--- src/rtl/time_set_pkg.sv ---
// rtl/time_set_pkg.sv - field indices, state encoding, BCD limits and calendar helpers for time_set_fsm
package time_set_pkg;

    localparam logic [2:0] F_NONE  = 3'd0;
    localparam logic [2:0] F_YEAR  = 3'd1;
    localparam logic [2:0] F_MONTH = 3'd2;
    localparam logic [2:0] F_DAY   = 3'd3;
    localparam logic [2:0] F_HOUR  = 3'd4;
    localparam logic [2:0] F_MIN   = 3'd5;
    localparam logic [2:0] F_SEC   = 3'd6;

    typedef enum logic [3:0] {
        S_IDLE,
        S_E_YEAR,
        S_E_MONTH,
        S_E_DAY,
        S_E_HOUR,
        S_E_MIN,
        S_E_SEC,
        S_COMMIT,
        S_DONE
    } state_t;

    localparam logic [7:0] BCD_ZERO   = 8'h00;
    localparam logic [7:0] PAIR_MAX   = 8'h99;
    localparam logic [7:0] MONTH_MIN  = 8'h01;
    localparam logic [7:0] MONTH_MAX  = 8'h12;
    localparam logic [7:0] DAY_MIN    = 8'h01;
    localparam logic [7:0] HOUR_MAX   = 8'h23;
    localparam logic [7:0] MINSEC_MAX = 8'h59;

    function automatic logic bcd_ok(input logic [7:0] b);
        return (b[7:4] <= 4'd9) && (b[3:0] <= 4'd9);
    endfunction

    // A two-digit BCD number is a multiple of 4 when even tens end in 0/4/8 or odd tens end in 2/6.
    function automatic logic bcd_div4(input logic [7:0] b);
        if (!b[4])
            return (b[3:0] == 4'd0) || (b[3:0] == 4'd4) || (b[3:0] == 4'd8);
        else
            return (b[3:0] == 4'd2) || (b[3:0] == 4'd6);
    endfunction

    function automatic logic is_leap(input logic [15:0] year);
        if (year[7:0] != 8'h00)
            return bcd_div4(year[7:0]);
        else
            return bcd_div4(year[15:8]);
    endfunction

    function automatic logic [7:0] days_in_month(input logic [7:0] month, input logic [15:0] year);
        logic [7:0] dim;
        case (month)
            8'h02:                      dim = is_leap(year) ? 8'h29 : 8'h28;
            8'h04, 8'h06, 8'h09, 8'h11: dim = 8'h30;
            default:                    dim = 8'h31;
        endcase
        return dim;
    endfunction

endpackage

--- src/rtl/time_set_if.sv ---
// rtl/time_set_if.sv - mode/button/running-time inputs and edited-time outputs of time_set_fsm
interface time_set_if;
    logic [3:0]  mode;
    logic        button_mid;
    logic        button_l;
    logic        button_r;
    logic [15:0] cur_year;
    logic [7:0]  cur_month;
    logic [7:0]  cur_day;
    logic [7:0]  cur_hour;
    logic [7:0]  cur_minute;
    logic [7:0]  cur_sec;
    logic [15:0] year;
    logic [7:0]  month;
    logic [7:0]  day;
    logic [7:0]  hour;
    logic [7:0]  minute;
    logic [7:0]  sec;
    logic [2:0]  field_sel;
    logic        set_active;
    logic        load;

    modport master (
        output mode, button_mid, button_l, button_r,
        output cur_year, cur_month, cur_day, cur_hour, cur_minute, cur_sec,
        input  year, month, day, hour, minute, sec,
        input  field_sel, set_active, load
    );

    modport slave (
        input  mode, button_mid, button_l, button_r,
        input  cur_year, cur_month, cur_day, cur_hour, cur_minute, cur_sec,
        output year, month, day, hour, minute, sec,
        output field_sel, set_active, load
    );
endinterface

--- src/rtl/bcd_step.sv ---
// rtl/bcd_step.sv - two-digit BCD increment/decrement with lo/hi wrap and out-of-range recovery
module bcd_step
    import time_set_pkg::*;
(
    input  logic [7:0] value,
    input  logic [7:0] lo_lim,
    input  logic [7:0] hi_lim,
    input  logic       inc,
    input  logic       dec,
    output logic [7:0] result,
    output logic       wrap
);

    logic [3:0] tens;
    logic [3:0] ones;
    logic       in_range;

    assign tens     = value[7:4];
    assign ones     = value[3:0];
    assign in_range = bcd_ok(value) && (value >= lo_lim) && (value <= hi_lim);

    // wrap flags a genuine max->min or min->max roll, never a recovery from garbage.
    always_comb begin
        result = value;
        wrap   = 1'b0;
        if (inc && !dec) begin
            if (!in_range) begin
                result = lo_lim;
            end else if (value == hi_lim) begin
                result = lo_lim;
                wrap   = 1'b1;
            end else if (ones == 4'd9) begin
                result = {tens + 4'd1, 4'd0};
            end else begin
                result = {tens, ones + 4'd1};
            end
        end else if (dec && !inc) begin
            if (!in_range) begin
                result = hi_lim;
            end else if (value == lo_lim) begin
                result = hi_lim;
                wrap   = 1'b1;
            end else if (ones == 4'd0) begin
                result = {tens - 4'd1, 4'd9};
            end else begin
                result = {tens, ones - 4'd1};
            end
        end
    end

endmodule

--- src/rtl/time_set_fsm.sv ---
// rtl/time_set_fsm.sv - time-setting FSM: capture, BCD field edit, commit load pulse; option TIME_SET_AUTOREPEAT_EN
module time_set_fsm
    import time_set_pkg::*;
#(
    parameter logic [3:0]  SET_MODE   = 4'd0,
    parameter logic [15:0] YEAR_RESET = 16'h2023,
    parameter logic [15:0] YEAR_MIN   = 16'h2000,
    parameter logic [15:0] YEAR_MAX   = 16'h2099
`ifdef TIME_SET_AUTOREPEAT_EN
    ,
    parameter logic [23:0] REPEAT_DELAY  = 24'd5_000_000,
    parameter logic [23:0] REPEAT_PERIOD = 24'd1_000_000
`endif
) (
    input logic       clk,
    input logic       rst_n,
    time_set_if.slave bus
);

    state_t      state_q, state_d;
    logic        mid_q, l_q, r_q;
    logic        mid_edge, l_edge, r_edge;
    logic        in_set, editing, edit_en;
    logic        step_inc, step_dec;
    logic [15:0] year_q;
    logic [7:0]  month_q, day_q, hour_q, minute_q, sec_q;
    logic [2:0]  field_sel_c;
    logic        set_active_c, load_c;

    logic [7:0]  fld_val, fld_lo, fld_hi, fld_res;
    logic        fld_wrap;
    logic [7:0]  yhi_res;
    logic        yhi_wrap;
    logic [15:0] year_chain, year_next;
    logic        year_ok;
    logic [7:0]  dim_cur, dim_new;

    assign in_set   = (bus.mode == SET_MODE);
    assign editing  = state_q inside {S_E_YEAR, S_E_MONTH, S_E_DAY, S_E_HOUR, S_E_MIN, S_E_SEC};
    assign mid_edge = bus.button_mid & ~mid_q;
    assign l_edge   = bus.button_l & ~l_q;
    assign r_edge   = bus.button_r & ~r_q;

    always_ff @(posedge clk or negedge rst_n) begin
        if (!rst_n) begin
            mid_q <= 1'b0;
            l_q   <= 1'b0;
            r_q   <= 1'b0;
        end else begin
            mid_q <= bus.button_mid;
            l_q   <= bus.button_l;
            r_q   <= bus.button_r;
        end
    end

`ifdef TIME_SET_AUTOREPEAT_EN
    logic [23:0] rep_cnt;
    logic        hold_one, rep_fire;

    assign hold_one = editing && in_set && (bus.button_r ^ bus.button_l);
    assign rep_fire = hold_one && !mid_edge && (rep_cnt == REPEAT_DELAY);

    // After the first repeat the counter is rewound so the next fire lands REPEAT_PERIOD cycles later.
    always_ff @(posedge clk or negedge rst_n) begin
        if (!rst_n)
            rep_cnt <= '0;
        else if (!hold_one || mid_edge)
            rep_cnt <= '0;
        else if (rep_fire)
            rep_cnt <= REPEAT_DELAY - REPEAT_PERIOD + 24'd1;
        else
            rep_cnt <= rep_cnt + 24'd1;
    end

    assign step_inc = (r_edge & ~l_edge) | (rep_fire & bus.button_r);
    assign step_dec = (l_edge & ~r_edge) | (rep_fire & bus.button_l);
`else
    assign step_inc = r_edge & ~l_edge;
    assign step_dec = l_edge & ~r_edge;
`endif

    assign edit_en = editing && in_set && !mid_edge && (step_inc || step_dec);

    always_ff @(posedge clk or negedge rst_n) begin
        if (!rst_n)
            state_q <= S_IDLE;
        else
            state_q <= state_d;
    end

    always_comb begin
        state_d = state_q;
        unique case (state_q)
            S_IDLE:    if (in_set) state_d = S_E_YEAR;
            S_E_YEAR:  if (!in_set) state_d = S_IDLE; else if (mid_edge) state_d = S_E_MONTH;
            S_E_MONTH: if (!in_set) state_d = S_IDLE; else if (mid_edge) state_d = S_E_DAY;
            S_E_DAY:   if (!in_set) state_d = S_IDLE; else if (mid_edge) state_d = S_E_HOUR;
            S_E_HOUR:  if (!in_set) state_d = S_IDLE; else if (mid_edge) state_d = S_E_MIN;
            S_E_MIN:   if (!in_set) state_d = S_IDLE; else if (mid_edge) state_d = S_E_SEC;
            S_E_SEC:   if (!in_set) state_d = S_IDLE; else if (mid_edge) state_d = S_COMMIT;
            S_COMMIT:  state_d = S_DONE;
            S_DONE:    if (!in_set) state_d = S_IDLE;
            default:   state_d = S_IDLE;
        endcase
    end

    always_comb begin
        field_sel_c  = F_NONE;
        set_active_c = 1'b0;
        load_c       = 1'b0;
        unique case (state_q)
            S_E_YEAR:  begin field_sel_c = F_YEAR;  set_active_c = 1'b1; end
            S_E_MONTH: begin field_sel_c = F_MONTH; set_active_c = 1'b1; end
            S_E_DAY:   begin field_sel_c = F_DAY;   set_active_c = 1'b1; end
            S_E_HOUR:  begin field_sel_c = F_HOUR;  set_active_c = 1'b1; end
            S_E_MIN:   begin field_sel_c = F_MIN;   set_active_c = 1'b1; end
            S_E_SEC:   begin field_sel_c = F_SEC;   set_active_c = 1'b1; end
            S_COMMIT:  begin set_active_c = 1'b1;   load_c = 1'b1;       end
            default:   ;
        endcase
    end

    assign dim_cur = days_in_month(month_q, year_q);

    // One shared stepper serves the active field; in E_YEAR it is the low pair of the year.
    always_comb begin
        fld_val = BCD_ZERO;
        fld_lo  = BCD_ZERO;
        fld_hi  = PAIR_MAX;
        unique case (state_q)
            S_E_YEAR:  begin fld_val = year_q[7:0]; fld_lo = BCD_ZERO;  fld_hi = PAIR_MAX;   end
            S_E_MONTH: begin fld_val = month_q;     fld_lo = MONTH_MIN; fld_hi = MONTH_MAX;  end
            S_E_DAY:   begin fld_val = day_q;       fld_lo = DAY_MIN;   fld_hi = dim_cur;    end
            S_E_HOUR:  begin fld_val = hour_q;      fld_lo = BCD_ZERO;  fld_hi = HOUR_MAX;   end
            S_E_MIN:   begin fld_val = minute_q;    fld_lo = BCD_ZERO;  fld_hi = MINSEC_MAX; end
            S_E_SEC:   begin fld_val = sec_q;       fld_lo = BCD_ZERO;  fld_hi = MINSEC_MAX; end
            default:   ;
        endcase
    end

    bcd_step u_field (
        .value  (fld_val),
        .lo_lim (fld_lo),
        .hi_lim (fld_hi),
        .inc    (step_inc),
        .dec    (step_dec),
        .result (fld_res),
        .wrap   (fld_wrap)
    );

    bcd_step u_year_hi (
        .value  (year_q[15:8]),
        .lo_lim (BCD_ZERO),
        .hi_lim (PAIR_MAX),
        .inc    (step_inc & fld_wrap),
        .dec    (step_dec & fld_wrap),
        .result (yhi_res),
        .wrap   (yhi_wrap)
    );

    assign year_chain = {yhi_res, fld_res};
    assign year_ok    = bcd_ok(year_q[15:8]) && bcd_ok(year_q[7:0]);

    // The chained pair counts 0000..9999; the YEAR_MIN/YEAR_MAX window is enforced here.
    always_comb begin
        year_next = year_q;
        if (step_inc)
            year_next = (!year_ok || yhi_wrap || year_q < YEAR_MIN || year_q >= YEAR_MAX) ? YEAR_MIN : year_chain;
        else if (step_dec)
            year_next = (!year_ok || yhi_wrap || year_q > YEAR_MAX || year_q <= YEAR_MIN) ? YEAR_MAX : year_chain;
    end

    assign dim_new = days_in_month((state_q == S_E_MONTH) ? fld_res : month_q,
                                   (state_q == S_E_YEAR) ? year_next : year_q);

    always_ff @(posedge clk or negedge rst_n) begin
        if (!rst_n) begin
            year_q   <= YEAR_RESET;
            month_q  <= MONTH_MIN;
            day_q    <= DAY_MIN;
            hour_q   <= BCD_ZERO;
            minute_q <= BCD_ZERO;
            sec_q    <= BCD_ZERO;
        end else if (state_q == S_IDLE && in_set) begin
            year_q   <= bus.cur_year;
            month_q  <= bus.cur_month;
            day_q    <= bus.cur_day;
            hour_q   <= bus.cur_hour;
            minute_q <= bus.cur_minute;
            sec_q    <= bus.cur_sec;
        end else if (edit_en) begin
            unique case (state_q)
                S_E_YEAR: begin
                    year_q <= year_next;
                    if (day_q > dim_new) day_q <= dim_new;
                end
                S_E_MONTH: begin
                    month_q <= fld_res;
                    if (day_q > dim_new) day_q <= dim_new;
                end
                S_E_DAY:  day_q    <= fld_res;
                S_E_HOUR: hour_q   <= fld_res;
                S_E_MIN:  minute_q <= fld_res;
                S_E_SEC:  sec_q    <= fld_res;
                default:  ;
            endcase
        end
    end

    assign bus.year       = year_q;
    assign bus.month      = month_q;
    assign bus.day        = day_q;
    assign bus.hour       = hour_q;
    assign bus.minute     = minute_q;
    assign bus.sec        = sec_q;
    assign bus.field_sel  = field_sel_c;
    assign bus.set_active = set_active_c;
    assign bus.load       = load_c;

endmodule

--- src/flat_wrapper.sv ---
// flat-port wrapper written by rule: the top's interface ports become plain ports
module time_set_fsm_flat import time_set_pkg::*;
#(
    parameter logic [3:0]  SET_MODE   = 4'd0,
    parameter logic [15:0] YEAR_RESET = 16'h2023,
    parameter logic [15:0] YEAR_MIN   = 16'h2000,
    parameter logic [15:0] YEAR_MAX   = 16'h2099

)
  (clk, rst_n, bus_mode, bus_button_mid, bus_button_l, bus_button_r, bus_cur_year, bus_cur_month, bus_cur_day, bus_cur_hour, bus_cur_minute, bus_cur_sec, bus_year, bus_month, bus_day, bus_hour, bus_minute, bus_sec, bus_field_sel, bus_set_active, bus_load);
  time_set_if bus_i ();
  input logic clk;
  input logic rst_n;
  input wire logic [$bits(bus_i.mode)-1:0] bus_mode;
  input wire logic [$bits(bus_i.button_mid)-1:0] bus_button_mid;
  input wire logic [$bits(bus_i.button_l)-1:0] bus_button_l;
  input wire logic [$bits(bus_i.button_r)-1:0] bus_button_r;
  input wire logic [$bits(bus_i.cur_year)-1:0] bus_cur_year;
  input wire logic [$bits(bus_i.cur_month)-1:0] bus_cur_month;
  input wire logic [$bits(bus_i.cur_day)-1:0] bus_cur_day;
  input wire logic [$bits(bus_i.cur_hour)-1:0] bus_cur_hour;
  input wire logic [$bits(bus_i.cur_minute)-1:0] bus_cur_minute;
  input wire logic [$bits(bus_i.cur_sec)-1:0] bus_cur_sec;
  output wire logic [$bits(bus_i.year)-1:0] bus_year;
  output wire logic [$bits(bus_i.month)-1:0] bus_month;
  output wire logic [$bits(bus_i.day)-1:0] bus_day;
  output wire logic [$bits(bus_i.hour)-1:0] bus_hour;
  output wire logic [$bits(bus_i.minute)-1:0] bus_minute;
  output wire logic [$bits(bus_i.sec)-1:0] bus_sec;
  output wire logic [$bits(bus_i.field_sel)-1:0] bus_field_sel;
  output wire logic [$bits(bus_i.set_active)-1:0] bus_set_active;
  output wire logic [$bits(bus_i.load)-1:0] bus_load;
  assign bus_i.mode = bus_mode;
  assign bus_i.button_mid = bus_button_mid;
  assign bus_i.button_l = bus_button_l;
  assign bus_i.button_r = bus_button_r;
  assign bus_i.cur_year = bus_cur_year;
  assign bus_i.cur_month = bus_cur_month;
  assign bus_i.cur_day = bus_cur_day;
  assign bus_i.cur_hour = bus_cur_hour;
  assign bus_i.cur_minute = bus_cur_minute;
  assign bus_i.cur_sec = bus_cur_sec;
  assign bus_year = bus_i.year;
  assign bus_month = bus_i.month;
  assign bus_day = bus_i.day;
  assign bus_hour = bus_i.hour;
  assign bus_minute = bus_i.minute;
  assign bus_sec = bus_i.sec;
  assign bus_field_sel = bus_i.field_sel;
  assign bus_set_active = bus_i.set_active;
  assign bus_load = bus_i.load;
  time_set_fsm #(.SET_MODE(SET_MODE), .YEAR_RESET(YEAR_RESET), .YEAR_MIN(YEAR_MIN), .YEAR_MAX(YEAR_MAX)) u_core (.clk(clk), .rst_n(rst_n), .bus(bus_i));
endmodule
--- config.mk ---
export PLATFORM = sky130hd
export DESIGN_NAME = time_set_fsm_flat
export DESIGN_NICKNAME = d
export VERILOG_FILES = /design/src/rtl/time_set_pkg.sv /design/src/rtl/time_set_if.sv /design/src/rtl/bcd_step.sv /design/src/rtl/time_set_fsm.sv /design/src/flat_wrapper.sv
export SDC_FILE = /design/constraint.sdc
export NUM_CORES = 1
export LEC_CHECK = 0
export BUFFER_PORTS_ARGS = -buffer_cell sky130_fd_sc_hd__buf_2
export CAP_MARGIN = 0
export CORE_MARGIN = 4
export CORE_UTILIZATION = 61
export DETAILED_ROUTE_END_ITERATION = 10
export PLACE_DENSITY = 0.88
export SYNTH_ARGS = -nofsm -noshare
export SYNTH_HDL_FRONTEND = slang
export SYNTH_SLANG_ARGS = --single-unit
--- constraint.sdc ---
create_clock -name clk -period 18.74 [get_ports clk]
set_clock_uncertainty 0.15 [all_clocks]
set_input_delay 1.874 -clock clk [delete_from_list [all_inputs] [get_ports clk]]
set_output_delay 1.874 -clock clk [all_outputs]
set_load 0.005 [all_outputs]
==> metrics.txt, run 1 <==
Critical Path RT approximately 19 ns; CTS HTree Levels 3; most frequent CP cell a21oi_1; worst hold-check slack around 0.44 ns; Post-Route WL 23500 um; die area approximately 11000 um2; PwrDens about 77 nW/um2; first-pass GRT wire length 36400 um; Final min period approximately 8.2 ns; Worst Path Arrival 8.32 ns; DRT Pass-1 Iters 6; synthesized area per cell ~7.8 um2; DRC Markers 0; Worst-Margin Slew roughly 1.1 ns; worst setup path category register to register; post-synth top area share 23.9%; global router's overall resource usage around 41%; initial DRC count roughly 1100; die width between 100 and 150 um; routability cong. 1.04; initial antenna violation count 0; CP peak stage delay between 0.6 and 0.7 ns; Synth area leaders dfrtp_1 (24%), a21oi_1 (5.2%), o21ai_0 (5.2%), nand2_1 (5.0%), mux2i_1 (4.5%); mapped cell area roughly 6000 um2; Fmax achieved ~120 MHz; Place WS about 11 ns; Post-CTS Resized 0; Non-Filler Instances between 900 and 1000; Synth Instances ~770; share of post-route cells with drive strength above 1 around a fifth; Peak VDD IR approximately 0.062 mV; CP max-delay cell dfrtp_1; GRT overflow 0; Distinct cells, synth between 80 and 90; CTS Root Cell clkbuf_8; initial core utilization roughly 64%; CTS Buffer Depth 2; I/O Pins roughly 130; Yosys Warn Count 0; Vert. Die Dim 107 um; clock sinks 63; setup violators final 0; Layout area overhead 14.6%; NumNets Final between 900 and 1000; IO buf count 125; Seq cells post-synth 63; cts bufs inserted 9; Critical Path Source Type register; fin crit share between 40 and 50%; Syn Nets ~850; antenna cells 0; synth cell count leaders nand2_1 (80), nor2_1 (64), a21oi_1 (62), o21ai_0 (62), dfrtp_1 (57); post-cts hold buffer count 0; clk_lat worst skew around 0.36 ns; status finished clean; DP HPWL roughly 18000 um; Slew headroom 27.8%; Final Power about 0.52 mW; largest net degree at the start of global routing 72; Inst Count DP around 980; area leader, netlist dfrtp_1; top_reg_cell synth dfrtp_1; Antenna Nets Post-Route 0; RSZ-0062 raised after global routing false; Hold WC Path Type register to register; DR WL/cell between 20 and 25 um; Final WS setup ~11 ns; number of synthesized flops with an enable pin 0; number of global-route vias before repair around 7000; Core Area 9370 um2; P_leak 3.03 nW; Max Cap Viol 0; Slew Viols, Final 0; Synth async-reset ratio 100%; register area share after synthesis a little over a quarter; count leader, synth nand2_1; fillcell total between 700 and 800; Via density ~7.3; crit path max fanout 38; Setup Buffers After CTS 0; via count a little over 7000; clock slew at reported path FFs about 0.080 ns; num rows 35; CTS tree yes; final hold vios 0; crit end category register; Final TNS setup 0 ns
worst max-delay path, delay by kind of cell, from the launching register on:
| kind | cells | cell delay, ns |
|---|---|---|
| DFF | 1 | 0.68 |
| buffers and inverters | 2 | 0.75 |
| adders and majority gates | 3 | 0.83 |
| AOI/OAI and AO/OA | 8 | 2.24 |
| and+or+nand+nor | 12 | 3.44 |
per-stage QoR:
stage	util, %	instance area (um2)
after floorplan	-	5960
after global placement	70.7	6620
after detailed placement	70.7	6620
after CTS	72.9	6830
after global routing	72.9	6830
final	72.9	6830
placed cells by master (no fill, tap or decap), drive strengths merged, types with 5 or more instances in the layout:
cell / instances
o21a: 11
and3: 13
nor3: 24
nor4: 12
o211ai: 10
nand2: 80
and2: 6
mux2i: 27
o22ai: 10
nand2b: 12
o31ai: 5
nand4: 10
dfstp: 6
nand3: 21
nor2: 65
a22oi: 23
a211oi: 7
a21oi: 62
clkbuf: 12
dfrtp: 57
nand3b: 25
buf: 135
o21ai: 63
xnor2: 8
ha: 21
nor4b: 8
a31oi: 9
inv: 29
flip-flops by register name, indices dropped and copies added (netlist names):
signal and flops:
u_core.r_q 1, u_core.l_q 1, u_core.bus.month 8, u_core.bus.year 16
u_core.bus.hour 8, u_core.state_q 4, u_core.bus.sec 8, u_core.bus.day 8
u_core.bus.minute 8, u_core.mid_q 1
area by class of cell:
class                           instances  area [um2]  area share (%)
Multi-Input combinational cell        626        4070            59.6
Sequential cell                        63        1580            23.2
Timing Repair Buffer                  135         701            10.3
Tap cell                              129         161            2.36
Clock buffer                           12         155            2.27
Inverter                               28         105            1.54
Clock inverter                          4        53.8           0.787
worst paths after layout:
| kind | startpoint | endpoint | cells past startpoint | slack, ns |
|---|---|---|---|---|
| max in group asynchronous | rst_n | u_core.bus.month[2] | 2 | 16.36 |
| min reg2reg | u_core.bus.minute[1] | u_core.bus.minute[1] | 2 | 0.44 |
| max reg2reg | u_core.state_q[2] | u_core.bus.day[0] | 25 | 10.54 |
| min in group asynchronous | rst_n | u_core.bus.minute[5] | 2 | 1.54 |
| max | u_core.state_q[2] | u_core.bus.day[0] | 25 | 10.54 |
| min | u_core.bus.minute[1] | u_core.bus.minute[1] | 2 | 0.44 |
layer usage:
layer | GRT usage (%) | wire length [um] | vias to the layer above
met5 | 0 | 0 | -
met4 | 20.4 | 1380 | 0
met3 | 9.39 | 3250 | 142
met2 | 62.9 | 10400 | 650
met1 | 52.9 | 8400 | 3347
li1 | - | - | 3113
logic make-up (layout without fill, tap and decap cells):
kind of cell / Yosys count / after routing / share of synthesized area [%]
AND/OR/NAND/NOR: 302 / 302 / 26.7
AO/OA/AOI/OAI: 266 / 266 / 30.8
buffers and inverters: 76 / 179 / 5.42
flip-flops: 63 / 63 / 26.6
multiplexers: 28 / 28 / 4.79
adder cells (fa/ha/maj): 22 / 22 / 4.58
XOR/XNOR: 8 / 8 / 1.18
power by group:
part           switching, mW  leakage (nW)  total (mW)  internal (mW)
sequential            0.0500         0.771       0.213          0.163
clock                 0.0595        0.0992       0.129         0.0693
combinational          0.105          2.16       0.183         0.0785
Power figures use the tool's default switching activity.
==> run 2, diff against run 1 <==
--- a/config.mk
+++ b/config.mk
@@ -5,12 +5,13 @@
 export SDC_FILE = /design/constraint.sdc
 export NUM_CORES = 1
 export LEC_CHECK = 0
+export ABC_AREA = 1
 export BUFFER_PORTS_ARGS = -buffer_cell sky130_fd_sc_hd__buf_2
 export CAP_MARGIN = 0
 export CORE_MARGIN = 4
-export CORE_UTILIZATION = 61
+export CORE_UTILIZATION = 51
 export DETAILED_ROUTE_END_ITERATION = 10
-export PLACE_DENSITY = 0.88
+export PLACE_DENSITY = 0.78
 export SYNTH_ARGS = -nofsm -noshare
 export SYNTH_HDL_FRONTEND = slang
 export SYNTH_SLANG_ARGS = --single-unit
==> constraint.sdc (replaced) <==
create_clock -name clk -period 6.9 [get_ports clk]
set_clock_uncertainty 0.15 [all_clocks]
set_input_delay 0.69 -clock clk [delete_from_list [all_inputs] [get_ports clk]]
set_output_delay 0.69 -clock clk [all_outputs]
set_load 0.005 [all_outputs]
==> run 2 against run 1 <==
Via count is 3.0% lower. Routed wire length decreased by 8.6%. Core utilization decreased by 12 points. Highest routed layer unchanged.
==> metrics.txt, run 2 <==
status finished clean; post-synth top area share 24.1%; Vert. Die Dim about 120 um; fin area between 6000 and 7000 um2; Adder-Cell Fraction of Synth Area approximately 4.4%; RSZ-0062 raised after global routing false; mapped cell area approximately 6000 um2; commonest non-fill, non-tap cell in the layout nand2_1; DP HPWL around 17000 um; simple-gate portion of the synthesized area between 40% and 50%; Antenna Nets Post-Route 0; Worst-Margin Slew 0.878 ns; Slew headroom ~41%; initial core utilization 52.0%; clock sinks 63; main combinational cell family by area after synthesis simple AND/OR/NAND/NOR gates; Compound-Gate Fraction of Synth Area 16.3%; CTS Root Cell clkbuf_16; Layout area overhead 17.4%; fin crit share between 80 and 90%; setup violators final 0; Critical Path Source Type register; synth cell count leaders nand2_1 (265), nor2_1 (113), inv_1 (92), nand3_1 (87), dfrtp_1 (57); Worst R2R Setup Slack between 0.8 and 0.9 ns; NetSw roughly 1.7 mW; Setup Buffers After CTS 0; Finished Core Util a little over 60%; GRT overflow 0; Synth async-reset ratio between 90% and 100%; DR WL/cell about 18 um; P_leak roughly 3.6 nW; share of post-route cells with drive strength above 1 between 20% and 30%; Worst Path Arrival 6.10 ns; r2r startpoint u_core.state_q[0]; Slew Viols, Final 0; Levels on crit path 35; number of synthesized flops with an enable pin 0; number of global-route vias before repair 6606; register area share after synthesis a little over a quarter; routability cong. 1.11; clk_lat worst skew around 0.34 ns; most frequent cells in the layout nand2_1 (265), buf_2 (125), nor2_1 (113); Core Area ~11000 um2; CP max-delay cell dfrtp_1; die area approximately 13000 um2; first-pass GRT wire length about 34000 um; DRC Markers 0; Hold WC Path Type primary input to register; terminus of the critical flop-to-flop path u_core.bus.day[2]; cts bufs inserted 9; Seq cells post-synth 63; fillcell total between 1000 and 1500; Post-Route WL around 21000 um; Synth Instances 947; IO buf count around 130; die width ~120 um; synthesized area per cell 6.25 um2; CTS Buffer Depth 2; PwrDens approximately 460 nW/um2; Fmax achieved 166 MHz; DRT Pass-1 Iters 5; Post-CTS Resized 0; CTS tree yes; initial DRC count roughly 830; CP peak stage delay about 0.50 ns; area leader, netlist dfrtp_1; post-cts hold buffer count 0; Sw Ratio a little over half; max FFs per register 16; Comb power frac approximately three fifths; CTS HTree Levels 3; Crit path max-delay family simple AND/OR/NAND/NOR gates; via count roughly 7000; crit path max fanout 11; NumNets Final 1150; antenna cells 0; final hold vios 0; count leader, synth nand2_1; CP Launch Point u_core.state_q[0]; Peak VDD IR about 0.29 mV; Critical path destination u_core.bus.day[2]; Reg2Reg Depth 35; largest net degree at the start of global routing 64; Reg power frac about a quarter; Buf+Inv Stages, Crit Path 3; mux cell area share after synthesis 0%; worst setup path category register to register; Distinct cells, synth between 40 and 50; Final TNS setup 0 ns; Synth area leaders dfrtp_1 (24%), nand2_1 (17%), nand3_1 (7.4%), nor2_1 (7.2%), inv_1 (5.8%); num rows 39; Syn Nets a little over 1000; Synth Area in XOR/XNOR less than 1%; crit end category register; Critical Path RT 6.99 ns; Non-Filler Instances around 1200; Placed Instance Area approximately 6700 um2; initial antenna violation count 0; Yosys Warn Count 0; Via density between 5 and 6; Max Cap Viol 0; global router's overall resource usage between 30% and 40%; Inst Count DP ~1200; top_reg_cell synth dfrtp_1; Pint 1.49 mW; clock slew at reported path FFs 0.05 ns; part of the power in the clock network between 10 and 15%; I/O Pins 126; most frequent CP cell nand2_1; Final min period about 6 ns
[run 2: cell count changes after synthesis, sizes merged, moves of 25 or more]
cell	previous run	this run
nor2	65	138
mux2i	27	0
nand2	80	282
inv	28	119
nand3	21	93
o211ai	10	35
[run 2: stage by stage]
| stage | power (mW) | setup WS (ns) | hold slack [ns] |
|---|---|---|---|
| after detailed placement | 2.70 | 1.06 | 0.342 |
| after floorplan | 2.04 | 2.12 | 0.244 |
| after global placement | 2.69 | 1.11 | 0.339 |
| after global routing | 3.45 | 0.355 | 0.323 |
| after CTS | 3.16 | 1.05 | 0.321 |
| final | 3.21 | 0.890 | 0.325 |
[run 2: power groups by stage]
stage / Combinational, mW / Clock, mW / Sequential [mW]
after floorplan: 1.33 / 0 / 0.710
after global placement: 1.88 / 0 / 0.803
after detailed placement: 1.90 / 0 / 0.800
after CTS: 1.91 / 0.453 / 0.797
after global routing: 2.17 / 0.465 / 0.822
final: 1.95 / 0.450 / 0.808
[run 2: per-layer routing]
| metal | share of wire [%] | track usage [%] | vias to the layer above |
|---|---|---|---|
| met4 | 3.1 | 11.1 | 0 |
| met5 | 0 | 0 | - |
| met1 | 41 | 43.2 | 3251 |
| li1 | - | - | 3346 |
| met3 | 10 | 6.89 | 56 |
| met2 | 45 | 51.5 | 385 |
[run 2: worst min path at each step]
| stage | slack (ns) | startpoint | endpoint | depth (start not counted) |
|---|---|---|---|---|
| 6_report | 0.32 | bus_button_l | u_core.l_q | 1 |
| 3_5_place_dp | 0.34 | u_core.bus.day[0] | u_core.bus.day[0] | 2 |
| 5_1_grt | 0.32 | bus_button_mid | u_core.mid_q | 1 |
| 3_3_place_gp | 0.34 | u_core.bus.day[0] | u_core.bus.day[0] | 2 |
| 4_1_cts | 0.32 | bus_button_l | u_core.l_q | 1 |
| 2_1_floorplan | 0.24 | rst_n | u_core.bus.day[1] | 0 |
[run 2: worst register-to-register path: cells and delay by family, from the launching register on]
kind	cells	cell delay, ns
flops	1	0.50
compound gates	5	0.86
fa+ha+maj	2	0.36
simple gates	25	3.66
buf+inv	3	0.40
[run 2: kinds of logic after synthesis]
kind of cell	Yosys count
adder cells (fa/ha/maj)	21
AND/OR/NAND/NOR	548
AO/OA/AOI/OAI	162
XOR/XNOR	5
buffers and inverters	148
flip-flops	63
[run 2: cell type report]
cell class,instances,area (um2),share of cell area [%]
timing repair buffer,132,678,9.76
clock inverter,6,62.6,0.900
inverter,122,458,6.59
clock buffer,10,229,3.30
sequential,63,1580,22.8
tap,143,179,2.58
multi-input combinational,736,3760,54.1
